## config.mk

```make
export PLATFORM = sky130hd
export DESIGN_NAME = psram_line_fetch
export DESIGN_NICKNAME = d
export VERILOG_FILES = /design/src/rtl/vga_pkg.sv /design/src/rtl/line_addr_gen.sv /design/src/rtl/psram_line_fetch.sv
export SDC_FILE = /design/constraint.sdc
export NUM_CORES = 1
export LEC_CHECK = 0
export BUFFER_PORTS_ARGS = -buffer_cell sky130_fd_sc_hd__buf_2
export CORE_MARGIN = 2
export CORE_UTILIZATION = 41
export CTS_BUF_LIST = sky130_fd_sc_hd__clkbuf_8
export CTS_CLUSTER_DIAMETER = 200
export CTS_CLUSTER_SIZE = 30
export DETAILED_ROUTE_END_ITERATION = 6
export GPL_TIMING_DRIVEN = 1
export SYNTH_ARGS = -nofsm -noshare
export SYNTH_HDL_FRONTEND = slang
export SYNTH_SLANG_ARGS = --single-unit
```

## constraint.sdc

```tcl
create_clock -name clk -period 3.9 [get_ports clk]
set_input_delay 0 -clock clk [delete_from_list [all_inputs] [get_ports clk]]
set_output_delay 0 -clock clk [all_outputs]
set_load 0.005 [all_outputs]
```

## src/rtl/vga_pkg.sv

```systemverilog
// Shared constants for the VGA scan-out path and the PSDRAM line fetcher.
package vga_pkg;

  localparam int HLINES = 640;
  localparam int VLINES = 480;
  localparam int HMAX   = HLINES - 1;
  localparam int VMAX   = VLINES - 1;

  localparam int ADR_W = 23;
  localparam int DAT_W = 16;

  localparam logic [1:0] S_IDLE  = 2'd0;
  localparam logic [1:0] S_READ  = 2'd1;
  localparam logic [1:0] S_DRAIN = 2'd2;
  localparam logic [1:0] S_DONE  = 2'd3;

  typedef enum logic [1:0] {
    ST_IDLE  = S_IDLE,
    ST_READ  = S_READ,
    ST_DRAIN = S_DRAIN,
    ST_DONE  = S_DONE
  } state_t;

endpackage

```

## src/rtl/line_addr_gen.sv

```systemverilog
// PSDRAM word address of the first pixel pair of a line.
module line_addr_gen #(
  parameter int                         LINE_WORDS = vga_pkg::HLINES / 2,
  parameter logic [vga_pkg::ADR_W-1:0]  BASE_ADR   = '0
) (
  input  logic [8:0]                line,
  output logic [vga_pkg::ADR_W-1:0] adr
);
  import vga_pkg::*;

  logic [ADR_W-1:0] line_w;
  logic [ADR_W-1:0] offset;

  assign line_w = {{(ADR_W-9){1'b0}}, line};

  // 320 = 256 + 64, so the default geometry needs no multiplier
  generate
    if (LINE_WORDS == 320) begin : g_shift
      assign offset = (line_w << 8) + (line_w << 6);
    end else begin : g_mul
      assign offset = line_w * ADR_W'(LINE_WORDS);
    end
  endgenerate

  assign adr = BASE_ADR + offset;

endmodule

```

## src/rtl/psram_line_fetch.sv

```systemverilog
// Fetches one display line from PSDRAM by asynchronous word reads and
// writes it byte-serially (even pixel = low byte) into the scan-out line buffer.
module psram_line_fetch #(
  parameter int                        HLINES   = vga_pkg::HLINES,
  parameter int                        VLINES   = vga_pkg::VLINES,
  parameter int                        RD_WAIT  = 4,
  parameter logic [vga_pkg::ADR_W-1:0] BASE_ADR = '0
) (
  input  logic                        clk,
  input  logic                        reset,
  input  logic                        line_req,
  input  logic [8:0]                  line_num,
  input  logic [vga_pkg::DAT_W-1:0]   MemDataIn,
  output logic [vga_pkg::ADR_W-1:0]   MemAdr,
  output logic                        MemOE,
  output logic                        MemWR,
  output logic                        RamCE,
  output logic                        RamLB,
  output logic                        RamUB,
  output logic                        wr_en,
  output logic [9:0]                  wr_addr,
  output logic [7:0]                  wr_data,
  output logic                        busy,
  output logic                        done,
  output logic                        overrun,
  output logic                        bad_line
);
  import vga_pkg::*;

  localparam int         WORDS     = HLINES / 2;
  localparam int         CW        = $clog2(RD_WAIT);
  localparam logic [CW-1:0] CNT_LAST  = CW'(RD_WAIT - 1);
  localparam logic [8:0]    WORD_LAST = 9'(WORDS - 1);
  localparam logic [8:0]    LINE_LAST = 9'(VLINES - 1);

  state_t           state;
  logic [8:0]       line_q;
  logic [8:0]       word_idx;
  logic [8:0]       wr_word;
  logic [CW-1:0]    cnt;
  logic [DAT_W-1:0] word_q;
  logic [1:0]       wpend;
  logic             drain_ph;
  logic [8:0]       sel_line;
  logic [ADR_W-1:0] line_base;

  // In IDLE the base address must already reflect the incoming request
  assign sel_line = (state == ST_IDLE) ? line_num : line_q;

  line_addr_gen #(
    .LINE_WORDS (WORDS),
    .BASE_ADR   (BASE_ADR)
  ) u_line_addr_gen (
    .line (sel_line),
    .adr  (line_base)
  );

  always_ff @(posedge clk) begin
    if (reset) begin
      state    <= ST_IDLE;
      line_q   <= '0;
      word_idx <= '0;
      wr_word  <= '0;
      cnt      <= '0;
      word_q   <= '0;
      wpend    <= 2'd0;
      drain_ph <= 1'b0;
      MemAdr   <= '0;
      MemOE    <= 1'b1;
      MemWR    <= 1'b1;
      RamCE    <= 1'b1;
      RamLB    <= 1'b0;
      RamUB    <= 1'b0;
      wr_en    <= 1'b0;
      wr_addr  <= '0;
      wr_data  <= '0;
      busy     <= 1'b0;
      done     <= 1'b0;
      overrun  <= 1'b0;
      bad_line <= 1'b0;
    end else begin
      MemWR <= 1'b1;
      RamLB <= 1'b0;
      RamUB <= 1'b0;
      done  <= 1'b0;

      // Two-beat byte writer; runs under the next word's wait time
      case (wpend)
        2'd1: begin
          wr_en   <= 1'b1;
          wr_addr <= {wr_word, 1'b0};
          wr_data <= word_q[7:0];
          wpend   <= 2'd2;
        end
        2'd2: begin
          wr_en   <= 1'b1;
          wr_addr <= {wr_word, 1'b1};
          wr_data <= word_q[15:8];
          wpend   <= 2'd0;
        end
        default: wr_en <= 1'b0;
      endcase

      if (line_req && (state != ST_IDLE))
        overrun <= 1'b1;

      case (state)
        ST_IDLE: begin
          busy  <= 1'b0;
          RamCE <= 1'b1;
          MemOE <= 1'b1;
          if (line_req) begin
            if (line_num <= LINE_LAST) begin
              line_q   <= line_num;
              word_idx <= '0;
              cnt      <= '0;
              MemAdr   <= line_base;
              busy     <= 1'b1;
              RamCE    <= 1'b0;
              MemOE    <= 1'b0;
              state    <= ST_READ;
            end else begin
              bad_line <= 1'b1;
            end
          end
        end
        ST_READ: begin
          if (cnt == CNT_LAST) begin
            cnt     <= '0;
            word_q  <= MemDataIn;
            wr_word <= word_idx;
            wpend   <= 2'd1;
            if (word_idx == WORD_LAST) begin
              drain_ph <= 1'b0;
              state    <= ST_DRAIN;
            end else begin
              word_idx <= word_idx + 9'd1;
              MemAdr   <= line_base + {{(ADR_W-9){1'b0}}, word_idx} + ADR_W'(1);
            end
          end else begin
            cnt <= cnt + CW'(1);
          end
        end
        ST_DRAIN: begin
          RamCE    <= 1'b1;
          MemOE    <= 1'b1;
          drain_ph <= 1'b1;
          if (drain_ph)
            state <= ST_DONE;
        end
        ST_DONE: begin
          done  <= 1'b1;
          state <= ST_IDLE;
        end
        default: state <= ST_IDLE;
      endcase
    end
  end

endmodule

```

==> impl_metrics.json, run 1 <==
{
  "firstDrtPassIters": 5,
  "maxSlewHeadroom": 0.266,
  "seq_area_frac_synth": 0.404,
  "rows": 37,
  "start_util": 0.420,
  "drc": 0,
  "path_buf_inv": 2,
  "clock_path_buffers": 2,
  "finalSetupViolCount": 0,
  "setup_tns_ps": 0,
  "synth_area_mm2": 0.00432,
  "portBuffers": 71,
  "cap_violations": 0,
  "clk_pin_slew_ps": 90,
  "synth.avg_cell_area_um2": 8.40,
  "cpLargestDelayFamily": "simple AND/OR/NAND/NOR gates",
  "routedWlPerCell_um": 12.9,
  "cts-htree-levels": 3,
  "place_area_mm2": 0.00469,
  "cts_inserted_buffers": 9,
  "max_freq_ghz": 0.286,
  "fin_crit_sh": 0.898,
  "place_worst_setup_slack_ps": 280,
  "leakage_uw": 0.00216,
  "antenna_found_initial": 0,
  "die_h_um": 107,
  "endpoint_kind": "flip-flop",
  "synthFlopType": "dfxtp_1",
  "tightest_slew_ps": 1100,
  "final_cells": 733,
  "crit_path_max_incr_delay_ps": 500,
  "hold_class": "in2reg",
  "dieArea_mm2": 0.0114,
  "startpoint_type": "flip-flop",
  "synth_cell_types": 53,
  "drive_above_1_share": 0.184,
  "yosysWarnings": 0,
  "grt_max_degree": 53,
  "cp_slowest_cell": "or4b_1",
  "final_nets": 640,
  "via_per_inst": 4.99,
  "clk_latency_ps": 360,
  "wirelength_um": 9470,
  "synthArstFlopShare": 0,
  "dp_hpwl_um": 6510,
  "maxSlewViolCount": 0,
  "cts_setup_buffers": 0,
  "synth_top_area_share": 0.404,
  "worstPathMaxFanout": 10,
  "grtUsageTotal": 0.175,
  "drt-initial-drc-count": 227,
  "min_period_ps": 3500,
  "grt_overflow_total": 0,
  "synth-seq-cells": 87,
  "dp.cells": 691,
  "numClockSinks": 87,
  "fin_area_mm2": 0.00512,
  "setup_slack_ps": 400,
  "hold_violations": 0,
  "skew_ps": 12.3,
  "synth_area_leaders": "dfxtp_1, nand2_1, mux2i_1",
  "area_growth_pct": 18.8,
  "io_pins": 79,
  "path_class": "reg2reg",
  "vias": 3658,
  "synth_top_area_cell": "dfxtp_1",
  "core_mm2": 0.0103,
  "cp.arrival_ps": 3790,
  "grt_first_pass_wirelength_um": 16200,
  "status": "completed",
  "rsz0062_at_grt": "no",
  "synth-edff-count": 0,
  "crit_chain": "inv_1, ha_2, buf_4, mux2_2, ha_1, a211oi_1, nor2_1, xor2_1, and4_4, nand3_2, or4b_1, a31oi_1",
  "die_width_um": 107,
  "syn_inst": 514,
  "grt_pass1_vias": 3479,
  "ir_worst_vdd_mv": 0.473,
  "cp.required_ps": 4190,
  "gp_congestion": 0.839,
  "drtAntennaViolNets": 0,
  "cts_tree": "yes",
  "power_density_mw_per_mm2": 588,
  "root_buffer": "clkbuf_8",
  "fill_cells": 1031,
  "antennaDiodeCount": 0
}
where the power goes:
part | internal (uW) | switching, uW | leakage [uW]
registers | 988 | 55.2 | 0.000705
logic | 591 | 815 | 0.00137
clock network | 232 | 331 | 0.0000834
synth_stat cells, types with 2 or more instances:
cell type and count:
dfxtp_1 87, nand2_1 81, nor2_1 72, a21oi_1 56, mux2i_1 29, clkbuf_1 21
ha_1 19, buf_4 15, xnor2_1 15, a211oi_1 13, inv_1 12, nor3_1 12
xor2_1 8, mux2_2 7, a21o_1 5, o21ai_0 5, buf_1 4, nand4_1 4
nor2b_1 4, a31oi_1 3, and4_1 3, nand3_1 3, a31o_1 2, and2_1 2
conb_1 2, nor3b_1 2, or3_1 2
routing by layer:
layer | wire, um | GRT usage | vias to the layer above
met4 | 104 | 0.0529 | 0
li1 | - | - | 1885
met2 | 4400 | 0.291 | 73
met5 | 0 | 0 | -
met3 | 369 | 0.0371 | 13
met1 | 4590 | 0.229 | 1687
sequential cells by signal (all words and copies together) (netlist names):
name,cells
MemAdr,13
RamCE,1
bad_line,1
busy,1
cnt,2
done,1
drain_ph,1
line_q,9
overrun,1
state,2
word_idx,9
word_q,16
wpend,2
wr_addr,10
wr_data,8
wr_en,1
wr_word,9
layout by cell type (no fill, tap or decap), drive strengths merged, types with 5 or more instances in the layout:
cell and count:
dfxtp 87, nand2 81, buf 78, nor2 73, a21oi 57, mux2i 29
dlygate4sd3 26, ha 19, inv 16, xnor2 15, a211oi 13, nor3 13
clkbuf 9, xor2 8, mux2 7, conb 7, a21o 5, o21ai 5
per-stage QoR:
step | power (uW) | hold WS [ps] | utilization
global placement | 2420 | 246 | 0.456
detailed placement | 2450 | 248 | 0.456
finish | 3010 | 269 | 0.499
global route | 3260 | 311 | 0.499
CTS | 3040 | 264 | 0.498
floorplan | 2130 | 136 | -
cell type report:
| cell class | count | area (um^2) | share of cell area |
|---|---|---|---|
| well taps | 136 | 170 | 0.0332 |
| inverters | 13 | 48.8 | 0.00952 |
| multi-input cells | 377 | 2320 | 0.453 |
| repair buffers | 104 | 668 | 0.130 |
| clock buffers | 9 | 124 | 0.0242 |
| flip-flops and latches | 87 | 1740 | 0.340 |
| clock inverters | 7 | 48.8 | 0.00952 |
what timing repair did:
action                     CTS  global route
hold endpoints to repair    27             0
setup endpoints to repair    0             1
resized for setup            0             1
hold buffers                26             0
path summary, 6_finish.rpt:
check	cells past startpoint	endpoint	slack (ps)	start
setup / recovery	12	MemAdr[17]	400	state[0]
hold / removal	2	wr_data[0]	270	reset
setup reg to reg	12	MemAdr[17]	400	state[0]
hold reg to reg	2	word_q[0]	460	word_q[0]
kinds of logic (layout without fill, tap and decap cells):
logic type	Yosys count	after routing	share of synthesized area
and+or+nand+nor	196	196	0.202
AOI/OAI and AO/OA	95	95	0.138
DFF	87	87	0.404
buffers and inverters	55	133	0.0629
muxes	36	36	0.0855
xor gates and xnor gates	23	23	0.0467
adders and majority gates	20	20	0.0597
other	2	7	0.00174
No activity file was read; power rests on OpenSTA's default activity.
==> inputs of run 2 (changes only) <==
--- a/config.mk
+++ b/config.mk
@@ -5,7 +5,10 @@
 export SDC_FILE = /design/constraint.sdc
 export NUM_CORES = 1
 export LEC_CHECK = 0
+export ABC_AREA = 1
 export BUFFER_PORTS_ARGS = -buffer_cell sky130_fd_sc_hd__buf_2
+export CELL_PAD_IN_SITES_DETAIL_PLACEMENT = 0
+export CELL_PAD_IN_SITES_GLOBAL_PLACEMENT = 1
 export CORE_MARGIN = 2
 export CORE_UTILIZATION = 41
 export CTS_BUF_LIST = sky130_fd_sc_hd__clkbuf_8
@@ -13,6 +16,7 @@
 export CTS_CLUSTER_SIZE = 30
 export DETAILED_ROUTE_END_ITERATION = 6
 export GPL_TIMING_DRIVEN = 1
+export PLACE_DENSITY_LB_ADDON = 0.1
 export SYNTH_ARGS = -nofsm -noshare
 export SYNTH_HDL_FRONTEND = slang
 export SYNTH_SLANG_ARGS = --single-unit
==> impl_metrics.json, run 2 <==
{
  "status": "completed",
  "wirelength_um": 10500,
  "rsz0062_at_grt": "no",
  "synth.avg_cell_area_um2": 7.31,
  "startpoint_type": "flip-flop",
  "synth-seq-cells": 87,
  "largest_register_ffs": 16,
  "cp.arrival_ps": 3520,
  "worstPathMaxFanout": 16,
  "cp_slowest_cell": "ha_1",
  "maxSlewViolCount": 0,
  "synth_area_leaders": "dfxtp_1, o21ai_0, nand2_1",
  "synthTopCellsByCount": "dfxtp_1, nand2_1, o21ai_0",
  "min_period_ps": 3240,
  "power_density_mw_per_mm2": 658,
  "dp_hpwl_um": 7280,
  "hold_end": "overrun",
  "antenna_found_initial": 0,
  "grt_max_degree": 69,
  "path_buf_inv": 4,
  "clock_path_buffers": 2,
  "die_h_um": 108,
  "synth_top_area_cell": "dfxtp_1",
  "fill_cells": 1081,
  "setup_tns_ps": 0,
  "hold_class": "in2reg",
  "vias": 3984,
  "top_register": "word_q",
  "final_nets": 732,
  "path_class": "reg2reg",
  "tightest_slew_ps": 797,
  "grtUsageTotal": 0.190,
  "io_pins": 79,
  "cpLargestDelayFamily": "adder cells",
  "syn_inst": 605,
  "reg2reg_depth": 19,
  "antennaDiodeCount": 0,
  "rows": 37,
  "yosysWarnings": 0,
  "firstDrtPassIters": 4,
  "portBuffers": 71,
  "finalSetupViolCount": 0,
  "drive_above_1_share": 0.194,
  "crit_chain": "inv_1, ha_1, o21ai_0, ha_1, inv_1, fa_1, inv_1, nor2_1, nor2_1, inv_1, nor3_1, nand2_1, nor2_1, nand2_2, nor2_4, nand2_1, nand2_1, nand2_1, a21oi_1",
  "cts_resized": 0,
  "dieArea_mm2": 0.0116,
  "grt_pass1_vias": 3921,
  "leakage_uw": 0.00241,
  "grt_overflow_total": 0,
  "synthArstFlopShare": 0,
  "clk_latency_ps": 350,
  "cts_tree": "yes",
  "cp.required_ps": 4180,
  "hold_violations": 0,
  "grt_first_pass_wirelength_um": 17800,
  "area_growth_pct": 18.3,
  "place_area_mm2": 0.00478,
  "drt-initial-drc-count": 198,
  "synth_top_area_share": 0.394,
  "synth_area_mm2": 0.00443,
  "r2r_slack_ps": 660,
  "drc": 0,
  "fin_crit_sh": 0.830,
  "skew_ps": 12.3,
  "final_cell_mix": "dfxtp_1, nand2_1, o21ai_0, nor2_1, buf_2",
  "maxSlewHeadroom": 0.466,
  "via_per_inst": 4.84,
  "numClockSinks": 87,
  "r2r-end": "MemAdr[15]",
  "endpoint_kind": "flip-flop",
  "gp_congestion": 0.860,
  "seq_area_frac_synth": 0.394,
  "max_freq_ghz": 0.309,
  "die_width_um": 108,
  "clk_pin_slew_ps": 90,
  "core_mm2": 0.0104,
  "drtAntennaViolNets": 0,
  "ir_worst_vdd_mv": 0.446,
  "synth_most_common_cell": "dfxtp_1",
  "timing.rr.start": "state[0]",
  "start_util": 0.425,
  "crit_path_max_incr_delay_ps": 420,
  "reg_top3": "word_q (16), MemAdr (13), wr_addr (10)",
  "synth_cell_types": 45,
  "layout.cells.most_common": "dfxtp_1",
  "cts_inserted_buffers": 9,
  "cap_violations": 0,
  "root_buffer": "clkbuf_8",
  "synthFlopType": "dfxtp_1",
  "cts-htree-levels": 3,
  "holdPathStages": 2,
  "min_from": "reset",
  "routedWlPerCell_um": 12.7,
  "fin_area_mm2": 0.00524,
  "synth-edff-count": 0
}
-- run 2: changes by cell type after synthesis, sizes merged, moves of 7 or more --
cell	change
xnor2	-11
mux2i	-29
nand3	+31
nand2	+23
a21oi	-11
o21ai	+80
a211oi	-12
inv	+58
mux2	-7
-- run 2: cell families after synthesis --
kind of cell / count (synthesis) / synth area share
AND/OR/NAND/NOR: 234 / 0.249
AO/OA/AOI/OAI: 142 / 0.169
buffers and inverters: 111 / 0.111
flip-flops: 87 / 0.394
adder cells (fa/ha/maj): 20 / 0.0582
XOR/XNOR: 9 / 0.0178
other: 2 / 0.00170
-- run 2: routing by layer --
metal / up-vias / GRT usage / routed length, um
li1: 2099 / - / -
met2: 71 / 0.341 / 5110
met4: 0 / 0.0467 / 137
met5: - / 0 / 0
met3: 11 / 0.0478 / 345
met1: 1803 / 0.225 / 4870
-- run 2: per-stage QoR --
step | power [uW] | utilization | hold slack [ps] | cells | setup slack [ps]
final | 3440 | 0.503 | 40.4 | 823 | 662
after global routing | 3780 | 0.503 | 40.5 | 823 | 263
after CTS | 3490 | 0.503 | 25.7 | 823 | 634
after detailed placement | 2830 | 0.459 | 258 | 783 | 671
after global placement | 2810 | 0.459 | 248 | 783 | 773
after floorplan | 2460 | - | 78.7 | 610 | 882
-- run 2: worst max-delay path by stage --
| stage | from | end | slack, ps | cells after the start |
|---|---|---|---|---|
| CTS | state[0] | MemAdr[15] | 630 | 19 |
| finish | state[0] | MemAdr[15] | 660 | 19 |
| global placement | state[0] | MemAdr[15] | 770 | 18 |
| floorplan | state[0] | MemAdr[15] | 880 | 22 |
| detailed placement | state[0] | MemAdr[15] | 670 | 18 |
| global route | state[0] | MemAdr[15] | 260 | 20 |
-- run 2: area by class of cell --
cell class                      instances  area [um^2]  area share
Inverter                               73          275      0.0526
Clock buffer                           10          138      0.0263
Timing Repair Buffer                  101          646       0.123
Tap cell                              136          170      0.0325
Multi-Input combinational cell        412         2210       0.422
Sequential cell                        87         1740       0.333
Clock inverter                          4         55.1      0.0105
-- run 2: report_power, final --
group	switching (uW)	internal, uW
Clock	325	312
Sequential	58.4	1000
Combinational	1140	605
Total	1530	1920
-- run 2: what timing repair did --
action                    4_1_cts  5_1_grt
hold buffers                   26        0
hold endpoints to repair       27        0
setup buffers                   0        0
==> inputs of run 3 (changes only) <==
--- a/config.mk
+++ b/config.mk
@@ -5,7 +5,7 @@
 export SDC_FILE = /design/constraint.sdc
 export NUM_CORES = 1
 export LEC_CHECK = 0
-export ABC_AREA = 1
+export ABC_AREA = 0
 export BUFFER_PORTS_ARGS = -buffer_cell sky130_fd_sc_hd__buf_2
 export CELL_PAD_IN_SITES_DETAIL_PLACEMENT = 0
 export CELL_PAD_IN_SITES_GLOBAL_PLACEMENT = 1
==> constraint.sdc (replaced) <==
create_clock -name clk -period 3.1 [get_ports clk]
set_input_delay 0 -clock clk [delete_from_list [all_inputs] [get_ports clk]]
set_output_delay 0 -clock clk [all_outputs]
set_load 0.005 [all_outputs]
==> impl_metrics.json, run 3 (same netlist as run 1, synthesis figures left out) <==
{
  "pwr-share-clk": 0.215,
  "r2r_slack_ps": 100,
  "maxSlewViolCount": 0,
  "clk_latency_ps": 360,
  "ir_worst_vdd_mv": 0.594,
  "maxSlewHeadroom": 0.400,
  "cts-htree-levels": 3,
  "reg_top3": "word_q (16), MemAdr (13), wr_addr (10)",
  "tightest_slew_ps": 900,
  "rows": 37,
  "fill_cells": 979,
  "start_util": 0.420,
  "drtAntennaViolNets": 0,
  "antennaDiodeCount": 0,
  "min_from": "reset",
  "leakage_uw": 0.00240,
  "rsz0062_at_grt": "yes",
  "max_freq_ghz": 0.333,
  "reg2reg_depth": 12,
  "p_sw_frac": 0.359,
  "root_buffer": "clkbuf_8",
  "status": "completed",
  "power_density_mw_per_mm2": 864,
  "top_register": "word_q",
  "fin_area_mm2": 0.00565,
  "finalSetupViolCount": 0,
  "portBuffers": 71,
  "fin_crit_sh": 0.968,
  "min_period_ps": 3000,
  "grt_max_degree": 48,
  "numClockSinks": 87,
  "pwr-share-seq": 0.269,
  "vias": 3767,
  "hold_end": "wr_data[1]",
  "fin_util": 0.549,
  "dieArea_mm2": 0.0114,
  "hold_class": "in2reg",
  "p_int_uw": 3120,
  "drt-initial-drc-count": 182,
  "cap_violations": 0,
  "routedWlPerCell_um": 13.4,
  "via_per_inst": 4.96,
  "power.switching_uw": 1750,
  "final_nets": 666,
  "drive_above_1_share": 0.260,
  "path_class": "reg2reg",
  "endpoint_kind": "flip-flop",
  "startpoint_type": "flip-flop",
  "cp.required_ps": 3370,
  "grt_pass1_vias": 3584,
  "dp_hpwl_um": 6860,
  "clk_pin_slew_ps": 80,
  "layout.cells.most_common": "dfxtp_1",
  "area_growth_pct": 30.8,
  "antenna_found_initial": 0,
  "r2r-end": "MemAdr[17]",
  "grtUsageTotal": 0.182,
  "wirelength_um": 10200,
  "place_area_mm2": 0.00488,
  "die_width_um": 107,
  "combPwrFrac": 0.516,
  "drc": 0,
  "die_h_um": 107,
  "grt_first_pass_wirelength_um": 16600,
  "timing.rr.start": "state[1]",
  "firstDrtPassIters": 5,
  "clock_path_buffers": 2,
  "hold_violations": 0,
  "core_mm2": 0.0103,
  "io_pins": 79,
  "cts_inserted_buffers": 9,
  "largest_register_ffs": 16,
  "cp.arrival_ps": 3280,
  "grt_overflow_total": 0,
  "worstPathMaxFanout": 6,
  "cts_tree": "yes",
  "skew_ps": 14.9,
  "holdPathStages": 2,
  "final_cell_mix": "dfxtp_1, nand2_1, nor2_1, buf_2, a21oi_1",
  "gp_congestion": 0.808
}
[run 3: cell types whose count changed in the layout (fill, tap and decap cells not counted), sizes merged, moves of 12 or more]
cell,before,now
nand3,35,4
o21ai,85,5
buf,75,104
inv,73,14
nand2,104,81
a211oi,1,13
mux2i,0,29
[run 3: power groups by stage]
stage | clock network, uW | registers [uW] | logic (uW)
CTS | 1080 | 1310 | 2200
global route | 1120 | 1330 | 2760
global placement | 0 | 1330 | 2070
finish | 1050 | 1310 | 2510
floorplan | 0 | 1340 | 1450
detailed placement | 0 | 1340 | 2090
[run 3: worst max path at each step]
stage          startpoint         end  slack [ps]  depth (start not counted)
5_1_grt          state[1]  MemAdr[17]         -20                         13
3_5_place_dp     state[1]  MemAdr[16]         -40                         13
3_3_place_gp     state[1]  MemAdr[17]          50                         12
4_1_cts          state[0]  MemAdr[17]          10                         12
6_report         state[1]  MemAdr[17]         100                         12
2_1_floorplan    state[1]  MemAdr[17]         -50                         15
[run 3: stage by stage]
step                      std cells  hold slack, ps  TNS (ps)  power, uW  worst slack [ps]
after floorplan                 519             136     -51.9       2790             -51.9
after global placement          710             242         0       3400              48.4
after detailed placement        710             250     -80.7       3430             -43.6
after CTS                       754             257         0       4590              9.71
after global routing            759             282     -21.1       5210             -21.1
final                           759             249         0       4880              97.8
[run 3: worst max-delay path, cell delays in order (launching register included)]
cell and delay, ps:
dfxtp_2 330, inv_2 70, ha_4 200, buf_4 160
mux2_4 340, ha_4 240, a21o_1 210, a31o_1 230
a21oi_2 170, xnor2_2 110, buf_4 150, or4b_1 510
a31oi_1 180
[run 3: metal layers]
layer,share of wire,global-route usage,vias to the layer above
met3,0.040,0.0334,12
met2,0.49,0.311,77
li1,-,-,1927
met4,0.013,0.0649,0
met5,0,0,-
met1,0.46,0.229,1751
[run 3: timing repair]
item / in CTS / in global routing
cloned: 0 / 0
endpoints found under the hold margin: 27 / 0
hold buffers: 26 / 0
buffers inserted: 2 / 5
resized for setup: 5 / 24
pin swaps: 2 / 11
setup endpoints to repair: 2 / 3
[run 3: cell type report]
type | instances | area [um^2] | share of cell area
multi-input cells | 377 | 2540 | 0.451
flip-flops and latches | 87 | 1740 | 0.309
repair buffers | 130 | 867 | 0.154
well taps | 136 | 170 | 0.0301
clock buffers | 10 | 138 | 0.0244
clock inverters | 6 | 133 | 0.0235
inverters | 13 | 48.8 | 0.00864
